==> config.mk <==
export PLATFORM = sky130hd
export DESIGN_NAME = pipe_flopr
export DESIGN_NICKNAME = d
export VERILOG_FILES = /design/src/rtl/pipe_flopr.sv
export SDC_FILE = /design/constraint.sdc
export NUM_CORES = 1
export LEC_CHECK = 0
export BUFFER_PORTS_ARGS = -buffer_cell sky130_fd_sc_hd__clkbuf_2
export CORE_MARGIN = 4
export CORE_UTILIZATION = 53
export CTS_BUF_LIST = sky130_fd_sc_hd__clkbuf_4 sky130_fd_sc_hd__clkbuf_8
export CTS_CLUSTER_DIAMETER = 200
export CTS_CLUSTER_SIZE = 10
export DETAILED_ROUTE_END_ITERATION = 8
export GPL_TIMING_DRIVEN = 0
export HOLD_SLACK_MARGIN = 0.06
export PLACE_DENSITY = 0.89
export SLEW_MARGIN = 20
export SYNTH_ARGS = -nofsm -noshare
export SYNTH_HDL_FRONTEND = slang
export SYNTH_SLANG_ARGS = --single-unit
==> constraint.sdc <==
create_clock -name clk -period 3 [get_ports clk]
set_clock_uncertainty 0.1 [all_clocks]
set_input_delay 0.3 -clock clk [delete_from_list [all_inputs] [get_ports clk]]
set_output_delay 0.3 -clock clk [all_outputs]
set_load 0.02 [all_outputs]
==> src/rtl/pipe_flopr.sv <==
// pipe_flopr: STAGES-deep valid/ready register pipeline with stall, flush and bubble collapse.
// Define PIPE_FLOPR_SKID_EN to add a one-entry output skid register.
module pipe_flopr #(
    parameter int WIDTH  = 32,
    parameter int STAGES = 2
) (
    input  logic                        clk,
    input  logic                        reset,
    input  logic                        in_valid,
    input  logic [WIDTH-1:0]            in_data,
    output logic                        in_ready,
    output logic                        out_valid,
    output logic [WIDTH-1:0]            out_data,
    input  logic                        out_ready,
    input  logic                        stall,
    input  logic                        flush,
    output logic [$clog2(STAGES+2)-1:0] occupancy
);

    localparam int OW = $clog2(STAGES+2);

    logic [STAGES-1:0] v_q, v_d, adv;
    logic [WIDTH-1:0]  d_q [STAGES];
    logic [WIDTH-1:0]  d_d [STAGES];
    logic [OW-1:0]     occ_q, occ_d;
    logic              go, last_adv, nxt;
    logic              xfer_in, xfer_out;
`ifdef PIPE_FLOPR_SKID_EN
    logic              sv_q, sv_d;
    logic [WIDTH-1:0]  sd_q, sd_d;
`endif

    always_comb begin
        go = ~stall & ~flush;
`ifdef PIPE_FLOPR_SKID_EN
        last_adv  = v_q[STAGES-1] & go & (~sv_q | out_ready);
        out_valid = reset & go & (sv_q | v_q[STAGES-1]);
        out_data  = sv_q ? sd_q : d_q[STAGES-1];
`else
        last_adv  = v_q[STAGES-1] & go & out_ready;
        out_valid = reset & go & v_q[STAGES-1];
        out_data  = d_q[STAGES-1];
`endif
        adv = '0;
        adv[STAGES-1] = last_adv;
        nxt = last_adv;
        // Walk back from the output so each stage sees whether its successor frees up.
        for (int i = STAGES - 2; i >= 0; i--) begin
            adv[i] = v_q[i] & go & (~v_q[i+1] | nxt);
            nxt    = adv[i];
        end
`ifdef PIPE_FLOPR_SKID_EN
        in_ready = reset & go & ~sv_q;
`else
        in_ready = reset & go & (~v_q[0] | adv[0]);
`endif
        xfer_in  = in_valid & in_ready;
        xfer_out = out_valid & out_ready;
    end

    always_comb begin
        v_d   = v_q;
        d_d   = d_q;
        occ_d = occ_q;
`ifdef PIPE_FLOPR_SKID_EN
        sv_d  = sv_q;
        sd_d  = sd_q;
`endif
        if (flush) begin
            v_d   = '0;
            occ_d = '0;
            for (int i = 0; i < STAGES; i++) d_d[i] = '0;
`ifdef PIPE_FLOPR_SKID_EN
            sv_d  = 1'b0;
            sd_d  = '0;
`endif
        end else if (go) begin
            for (int i = STAGES - 1; i >= 1; i--) begin
                if (adv[i-1]) begin
                    v_d[i] = 1'b1;
                    d_d[i] = d_q[i-1];
                end else if (adv[i]) begin
                    v_d[i] = 1'b0;
                    d_d[i] = '0;
                end
            end
            if (xfer_in) begin
                v_d[0] = 1'b1;
                d_d[0] = in_data;
            end else if (adv[0]) begin
                v_d[0] = 1'b0;
                d_d[0] = '0;
            end
`ifdef PIPE_FLOPR_SKID_EN
            // Skid drains first; the last stage refills it behind the departing word.
            if (sv_q & out_ready) begin
                sv_d = v_q[STAGES-1];
                sd_d = d_q[STAGES-1];
            end else if (~sv_q & last_adv & ~out_ready) begin
                sv_d = 1'b1;
                sd_d = d_q[STAGES-1];
            end
`endif
            occ_d = occ_q + OW'(xfer_in) - OW'(xfer_out);
        end
    end

    always_ff @(posedge clk or negedge reset) begin
        if (!reset) begin
            v_q   <= '0;
            d_q   <= '{default: '0};
            occ_q <= '0;
`ifdef PIPE_FLOPR_SKID_EN
            sv_q  <= 1'b0;
            sd_q  <= '0;
`endif
        end else begin
            v_q   <= v_d;
            d_q   <= d_d;
            occ_q <= occ_d;
`ifdef PIPE_FLOPR_SKID_EN
            sv_q  <= sv_d;
            sd_q  <= sd_d;
`endif
        end
    end

    assign occupancy = occ_q;

endmodule

==> results of run 1 <==
cells in the mapped netlist:
master     instances
a21oi_1           36
a21oi_2            1
a22o_1            32
and2_1             1
and3_1             2
buf_2             12
buf_4             32
buf_6              4
clkbuf_1           6
clkbuf_2           1
dfrtp_1           68
ha_1               2
inv_1              3
mux2_2            14
mux2_4            19
mux2i_1            1
nand2_1            1
nand2b_1          33
nand3_1            1
nor2_1             2
nor2_4             1
nor2b_1            2
o2111ai_4          1
o21ai_0            2
or2b_1             1
or3_1              1
xnor2_1            1
kinds of logic after synthesis:
group | Yosys count | synth area share
AO/OA/AOI/OAI | 72 | 0.151
XOR/XNOR | 1 | 0.00261
adder cells (fa/ha/maj) | 2 | 0.00745
buffers and inverters | 58 | 0.114
flip-flops | 68 | 0.507
multiplexers | 34 | 0.135
AND/OR/NAND/NOR | 45 | 0.0831
metrics by stage:
stage | cell area, um2 | TNS (ps) | setup slack [ps] | cells
after floorplan | 3360 | 0 | 854 | 280
after global placement | 3810 | -954 | -600 | 427
after detailed placement | 3830 | 0 | 218 | 428
after CTS | 4020 | 0 | 62.9 | 445
after global routing | 4030 | 0 | 7.92 | 445
final | 4030 | 0 | 246 | 445
per-layer routing:
layer | share of wire | routed length, um | vias up | GRT usage
met1 | 0.43 | 2940 | 1137 | 0.250
met5 | 0 | 0 | - | 0
li1 | - | - | 1110 | -
met3 | 0.056 | 381 | 12 | 0.0423
met4 | 0.021 | 144 | 0 | 0.0865
met2 | 0.49 | 3350 | 72 | 0.312
final timing paths:
kind,endpoint,slack [ps]
setup / recovery,occupancy[1]$_DFFE_PN0P_,250
hold / removal,d_q[62]$_DFFE_PN0P_,90
setup reg to reg,occupancy[1]$_DFFE_PN0P_,740
hold reg to reg,out_data[12]$_DFFE_PN0P_,390
max in group asynchronous,d_q[61]$_DFFE_PN0P_,2000
min in group asynchronous,out_data[8]$_DFFE_PN0P_,310
cell type report:
cell class / instances / area, um2 / share of cell area
timing repair buffer: 74 / 399 / 0.0991
clock inverter: 2 / 10.0 / 0.00249
clock buffer: 14 / 168 / 0.0416
sequential: 68 / 1700 / 0.422
buffer: 55 / 373 / 0.0926
tap: 75 / 93.8 / 0.0233
inverter: 3 / 11.3 / 0.00280
multi-input combinational: 154 / 1270 / 0.316
timing repair:
| action | in CTS | in global routing |
|---|---|---|
| hold buffers | 1 | 0 |
| hold endpoints to repair | 31 | 0 |
| resized for setup | 0 | 3 |
| setup endpoints to repair | 0 | 1 |
state kept, by name, indices dropped and copies added, names as in the netlist:
name and cells:
d_q 32, out_data 32, occupancy 2, v_q 2
critical path: cells and delay by family:
kind / cells / cell delay (ps)
buffers and inverters: 5 / 1360
AND/OR/NAND/NOR: 1 / 300
AO/OA/AOI/OAI: 2 / 360
adder cells (fa/ha/maj): 2 / 450
XOR/XNOR: 1 / 120
report_power, final:
group / leakage [nW] / switching (W) / internal (W)
Combinational: 1.16 / 0.0000749 / 0.0000669
Clock: 0.0981 / 0.000320 / 0.000357
Sequential: 0.942 / 0.0000103 / 0.000934
==> PnR_summary.wiki, run 1 <==
{| class="wikitable"
! Metric !! Value
|-
| Outcome || finished clean
|-
| Num ports || 74
|-
| MaxCap Viol Count || 0
|-
| Area growth syn-to-layout || 20.0%
|-
| Data arrival, critical path || a little under 3000 ps
|-
| Worst Hold Class || input pin to register
|-
| Critical-path cell with the highest stage delay || dlygate4sd3_1
|-
| H-Tree Depth || 3
|-
| Sequential element share of the synthesized area || 0.507
|-
| Final setup vio count || 0
|-
| Share of layout cells above drive strength 1 || 0.470
|-
| Origin of the worst setup path || reset
|-
| Hold violation count in the final report || 0
|-
| Yosys top cell area share || 0.507
|-
| Crit share post-route || 0.918
|-
| Filler cell count || between 400 and 500
|-
| Dominant cells by area after synthesis || dfrtp_1, mux2_4, a22o_1
|-
| VDD IR max || roughly 0.00031 V
|-
| Count of inserted antenna diode cells || 0
|-
| Area of the core || 0.00603 mm2
|-
| Path type of the worst setup path || input pin to register
|-
| Total power draw || between 0.0015 and 0.002 W
|-
| CP Cell Sequence || dlygate4sd3_1 -> clkbuf_8 -> buf_12 -> o2111ai_4 -> buf_6 -> ha_1 -> inv_1 -> ha_1 -> xnor2_1 -> or3_1 -> a21oi_1
|-
| Number of detailed-routing iterations run before antenna repair || 4
|-
| Post-Syn Instances || between 200 and 300
|-
| Largest stage delay, worst path || about 540 ps
|-
| Number of nets in the layout || roughly 400
|-
| Post-route antenna net violation count || 0
|-
| Die Span X || 87.6 um
|-
| Sum of net half-perimeters after detailed placement || 4950 um
|-
| Overflow left after global routing || 0
|-
| Average vias per placed instance || between 5 and 6
|-
| Post-synthesis cell type count || 27
|-
| Post-CTS Repair Setup Buffers || 0
|-
| Crit path launch type || input pin
|-
| Maximum clock insertion buffer count || 2
|-
| Number of global-route vias before repair || around 2300
|-
| Count of port buffers added during placement || roughly 70
|-
| Depth of the worst register-to-register path || 10
|-
| Clock sink count || 68
|-
| Most common cell after layout, fill and taps aside || clkbuf_2
|-
| PD cells || around 440 mW/mm2
|-
| Detailed router's first-iteration violation count || around 90
|-
| Shortest clock period the worst path allows after layout || ~2800 ps
|-
| Antenna violations before repair || 0
|-
| Cell area after synthesis || 0.00336 mm2
|-
| Average routed wire per standard cell || 15.3 um
|-
| Actual slew at the worst max-slew pin || 473 ps
|-
| Clock insertion delay at the later pin of the skew report || 340 ps
|-
| CTS tree || done
|-
| Library cell used as clock root buffer || clkbuf_8
|-
| First-pass GRT wire length || 11200 um
|-
| Min-delay src || in_data[30]
|-
| Detailed-route via count || about 2300
|-
| Critical path peak fanout || around 40
|-
| Max-slew violation total from the final report || 0
|-
| Critical path required time || 3170 ps
|-
| Initial cell density of the core || 0.557
|-
| Total die area || roughly 0.0077 mm2
|-
| Final core area utilization || 0.668
|-
| CP dominant cell by count || ha_1
|-
| Pin count of the biggest net entering global routing || 42
|-
| Register clock-pin slew on the reported worst setup and hold paths || 70 ps
|-
| Setup repair after global routing missed its margin || no
|-
| CTS buffer count || 9
|-
| Final weighted congestion in routability-driven placement || ~0.74
|-
| Most area-hungry cell type in the Yosys netlist || dfrtp_1
|-
| Normalized max-slew margin || 0.685
|-
| Worst hold-check slack || around 86 ps
|-
| DRC violation count after routing || 0
|-
| Cell count of the worst hold path || 2
|-
| Synthesized area per cell || 12.0 um2
|-
| Routed WL || between 6000 and 7000 um
|-
| Top achievable clock speed || 363 MHz
|-
| Overall routing resource usage || 0.193
|-
| FF-to-FF Start || v_q[1]$_DFFE_PN0P_
|-
| Worst setup EP type || register
|-
| Warnings from Yosys || 0
|-
| Commonest cells after routing, fill and taps aside || clkbuf_2, dfrtp_1, a21oi_1
|-
| Post-synthesis net count || 320
|-
| Leakage power total || ~2.2 nW
|-
| Number of synthesized register bits || 68
|-
| Site row count || 28
|-
| Die height || a little under 90 um
|}
(Power assumes the default switching activity.)
==> inputs of run 2 (changes only) <==
CORE_UTILIZATION = 37   (was 53)
PLACE_DENSITY = 0.69   (was 0.89)
==> run 2 against run 1 <==
Effect of this change: total power rose by 14%; sequential cell count unchanged; die area increased by 39%.
==> PnR_summary.wiki, run 2 (synthesis gave the netlist of run 1 again) <==
{| class="wikitable"
! Metric !! Value
|-
| Average routed wire per standard cell || 14.9 um
|-
| Number of hold buffers added after cts || 1
|-
| Area of the core || 0.00876 mm2
|-
| H-Tree Depth || 3
|-
| Filler cell count || 826
|-
| CTS tree || done
|-
| Largest stage delay, worst path || 520 ps
|-
| Min-delay src || in_data[22]
|-
| Reg-to-reg setup timing slack || slightly below 700 ps
|-
| Combinational group share of total power || 0.071
|-
| Hold violation count in the final report || 0
|-
| Sequential Power Share || 0.469
|-
| Clock sink count || roughly 70
|-
| Max-slew violation total from the final report || 0
|-
| Leakage power total || ~2.2 nW
|-
| Post-CTS Repair Setup Buffers || 0
|-
| Crit share post-route || 0.923
|-
| Switching part of the total power || 0.223
|-
| Cts repair resizes || 0
|-
| Final weighted congestion in routability-driven placement || roughly 0.69
|-
| Routed WL || ~7000 um
|-
| PD cells || 487 mW/mm2
|-
| Final core area utilization || 0.471
|-
| Site row count || 34
|-
| Die Span X || slightly above 100 um
|-
| Most common cell after layout, fill and taps aside || clkbuf_2
|-
| Critical-path cell with the highest stage delay || dlygate4sd3_1
|-
| Share of layout cells above drive strength 1 || 0.470
|-
| Number of nets in the layout || between 400 and 500
|-
| Overflow left after global routing || 0
|-
| Crit path launch type || input pin
|-
| Die height || around 100 um
|-
| Critical path peak fanout || 37
|-
| Data arrival, critical path || around 2900 ps
|-
| Switching pwr || approximately 0.00045 W
|-
| Multi-input gate area || 0.00127 mm2
|-
| CP Cell Sequence || dlygate4sd3_1 -> clkbuf_4 -> o2111ai_4 -> buf_6 -> ha_1 -> inv_1 -> ha_1 -> xnor2_1 -> or3_1 -> a21oi_1
|-
| Worst R2R End || occupancy[1]$_DFFE_PN0P_
|-
| DRC violation count after routing || 0
|-
| Clock insertion delay at the later pin of the skew report || around 330 ps
|-
| Worst setup EP type || register
|-
| Number of global-route vias before repair || 2384
|-
| Fin area || 0.00413 mm2
|-
| Depth of the worst register-to-register path || 10
|-
| Top achievable clock speed || around 360 MHz
|-
| Pin count of the biggest net entering global routing || 38
|-
| Count of port buffers added during placement || a little over 70
|-
| Final setup vio count || 0
|-
| Library cell used as clock root buffer || clkbuf_8
|-
| Worst Hold Class || input pin to register
|-
| Normalized max-slew margin || 0.643
|-
| Shortest clock period the worst path allows after layout || 2770 ps
|-
| First-pass GRT wire length || roughly 12000 um
|-
| Critical path required time || between 3000 and 4000 ps
|-
| Setup repair after global routing missed its margin || no
|-
| Sum of net half-perimeters after detailed placement || roughly 5000 um
|-
| Total area of sequential cells || 0.00170 mm2
|-
| VDD IR max || between 0.0002 and 0.0003 V
|-
| FF-to-FF Start || v_q[1]$_DFFE_PN0P_
|-
| Total die area || approximately 0.011 mm2
|-
| Worst hold path endpoint || d_q[54]$_DFFE_PN0P_
|-
| Commonest cells after routing, fill and taps aside || clkbuf_2, dfrtp_1, a21oi_1
|-
| Num ports || 74
|-
| Overall routing resource usage || 0.146
|-
| Internal cell power || about 0.0016 W
|-
| Initial cell density of the core || 0.383
|-
| Clock share of power || 0.460
|-
| Cell area after placement || 0.00387 mm2
|-
| MaxCap Viol Count || 0
|-
| Count of inserted antenna diode cells || 0
|-
| Actual slew at the worst max-slew pin || approximately 540 ps
|-
| Detailed-route via count || between 2000 and 2500
|-
| Path type of the worst setup path || input pin to register
|-
| Cell count of the worst hold path || 2
|-
| CP dominant cell by count || ha_1
|-
| Average vias per placed instance || between 4 and 5
|-
| Antenna violations before repair || 0
|-
| CTS buffer count || 9
|-
| Detailed router's first-iteration violation count || 79
|-
| Maximum clock insertion buffer count || 2
|-
| Outcome || finished clean
|-
| Number of detailed-routing iterations run before antenna repair || 4
|-
| Register clock-pin slew on the reported worst setup and hold paths || ~80 ps
|-
| Area growth syn-to-layout || 23.0%
|-
| Post-route antenna net violation count || 0
|}
run 2: cell types whose count changed in the layout (fill, tap and decap cells not counted), sizes merged:
cell	delta
bufinv	+3
clkbuf	-4
clkinv	+1
run 2: worst max-delay path, delay by kind of cell:
kind | cells | cell delay (ps)
simple gates | 1 | 310
buf+inv | 4 | 1270
compound gates | 2 | 450
xor+xnor | 1 | 130
fa+ha+maj | 2 | 450
run 2: layout make-up:
class                   count  share of cell area
flip-flops and latches     68               0.412
multi-input cells         154               0.308
repair buffers             74              0.0952
plain buffers              55              0.0903
well taps                 108              0.0327
clock buffers              10              0.0318
clock inverters             6              0.0273
inverters                   3             0.00273
run 2: power groups by stage:
stage / Combinational [W] / Sequential [W] / Clock [W]
detailed placement: 0.000146 / 0.000961 / 0
finish: 0.000143 / 0.000943 / 0.000925
floorplan: 0.0000759 / 0.000959 / 0
CTS: 0.000148 / 0.000943 / 0.000949
global route: 0.000160 / 0.000946 / 0.000988
global placement: 0.000139 / 0.000960 / 0
run 2: layer usage:
metal  vias to the layer above  wire [um]  track usage  part of all wire
met5                         -          0            0                 0
met4                         0         90       0.0508             0.013
met3                         8        341       0.0302             0.048
met2                        59       3470        0.235              0.49
met1                      1109       3240        0.195              0.45
li1                       1116          -            -                 -
run 2: per-stage QoR:
step | hold slack (ps) | total power (W) | setup WS, ps | cells | setup TNS, ps
after floorplan | -95.6 | 0.00104 | 854 | 280 | 0
after global placement | 372 | 0.00110 | -695 | 460 | -1150
after detailed placement | 242 | 0.00111 | 345 | 461 | 0
after CTS | 67.2 | 0.00204 | 166 | 478 | 0
after global routing | 70.4 | 0.00209 | 4.27 | 478 | 0
final | 85.8 | 0.00201 | 232 | 478 | 0
run 2: worst max path at each step:
stage          cells past startpoint                        to  startpoint
3_3_place_gp                       9  occupancy[1]$_DFFE_PN0P_       reset
4_1_cts                           10  occupancy[1]$_DFFE_PN0P_       reset
3_5_place_dp                       9  occupancy[1]$_DFFE_PN0P_       reset
6_report                          10  occupancy[1]$_DFFE_PN0P_       reset
2_1_floorplan                     10  occupancy[1]$_DFFE_PN0P_       stall
5_1_grt                           10  occupancy[1]$_DFFE_PN0P_       reset
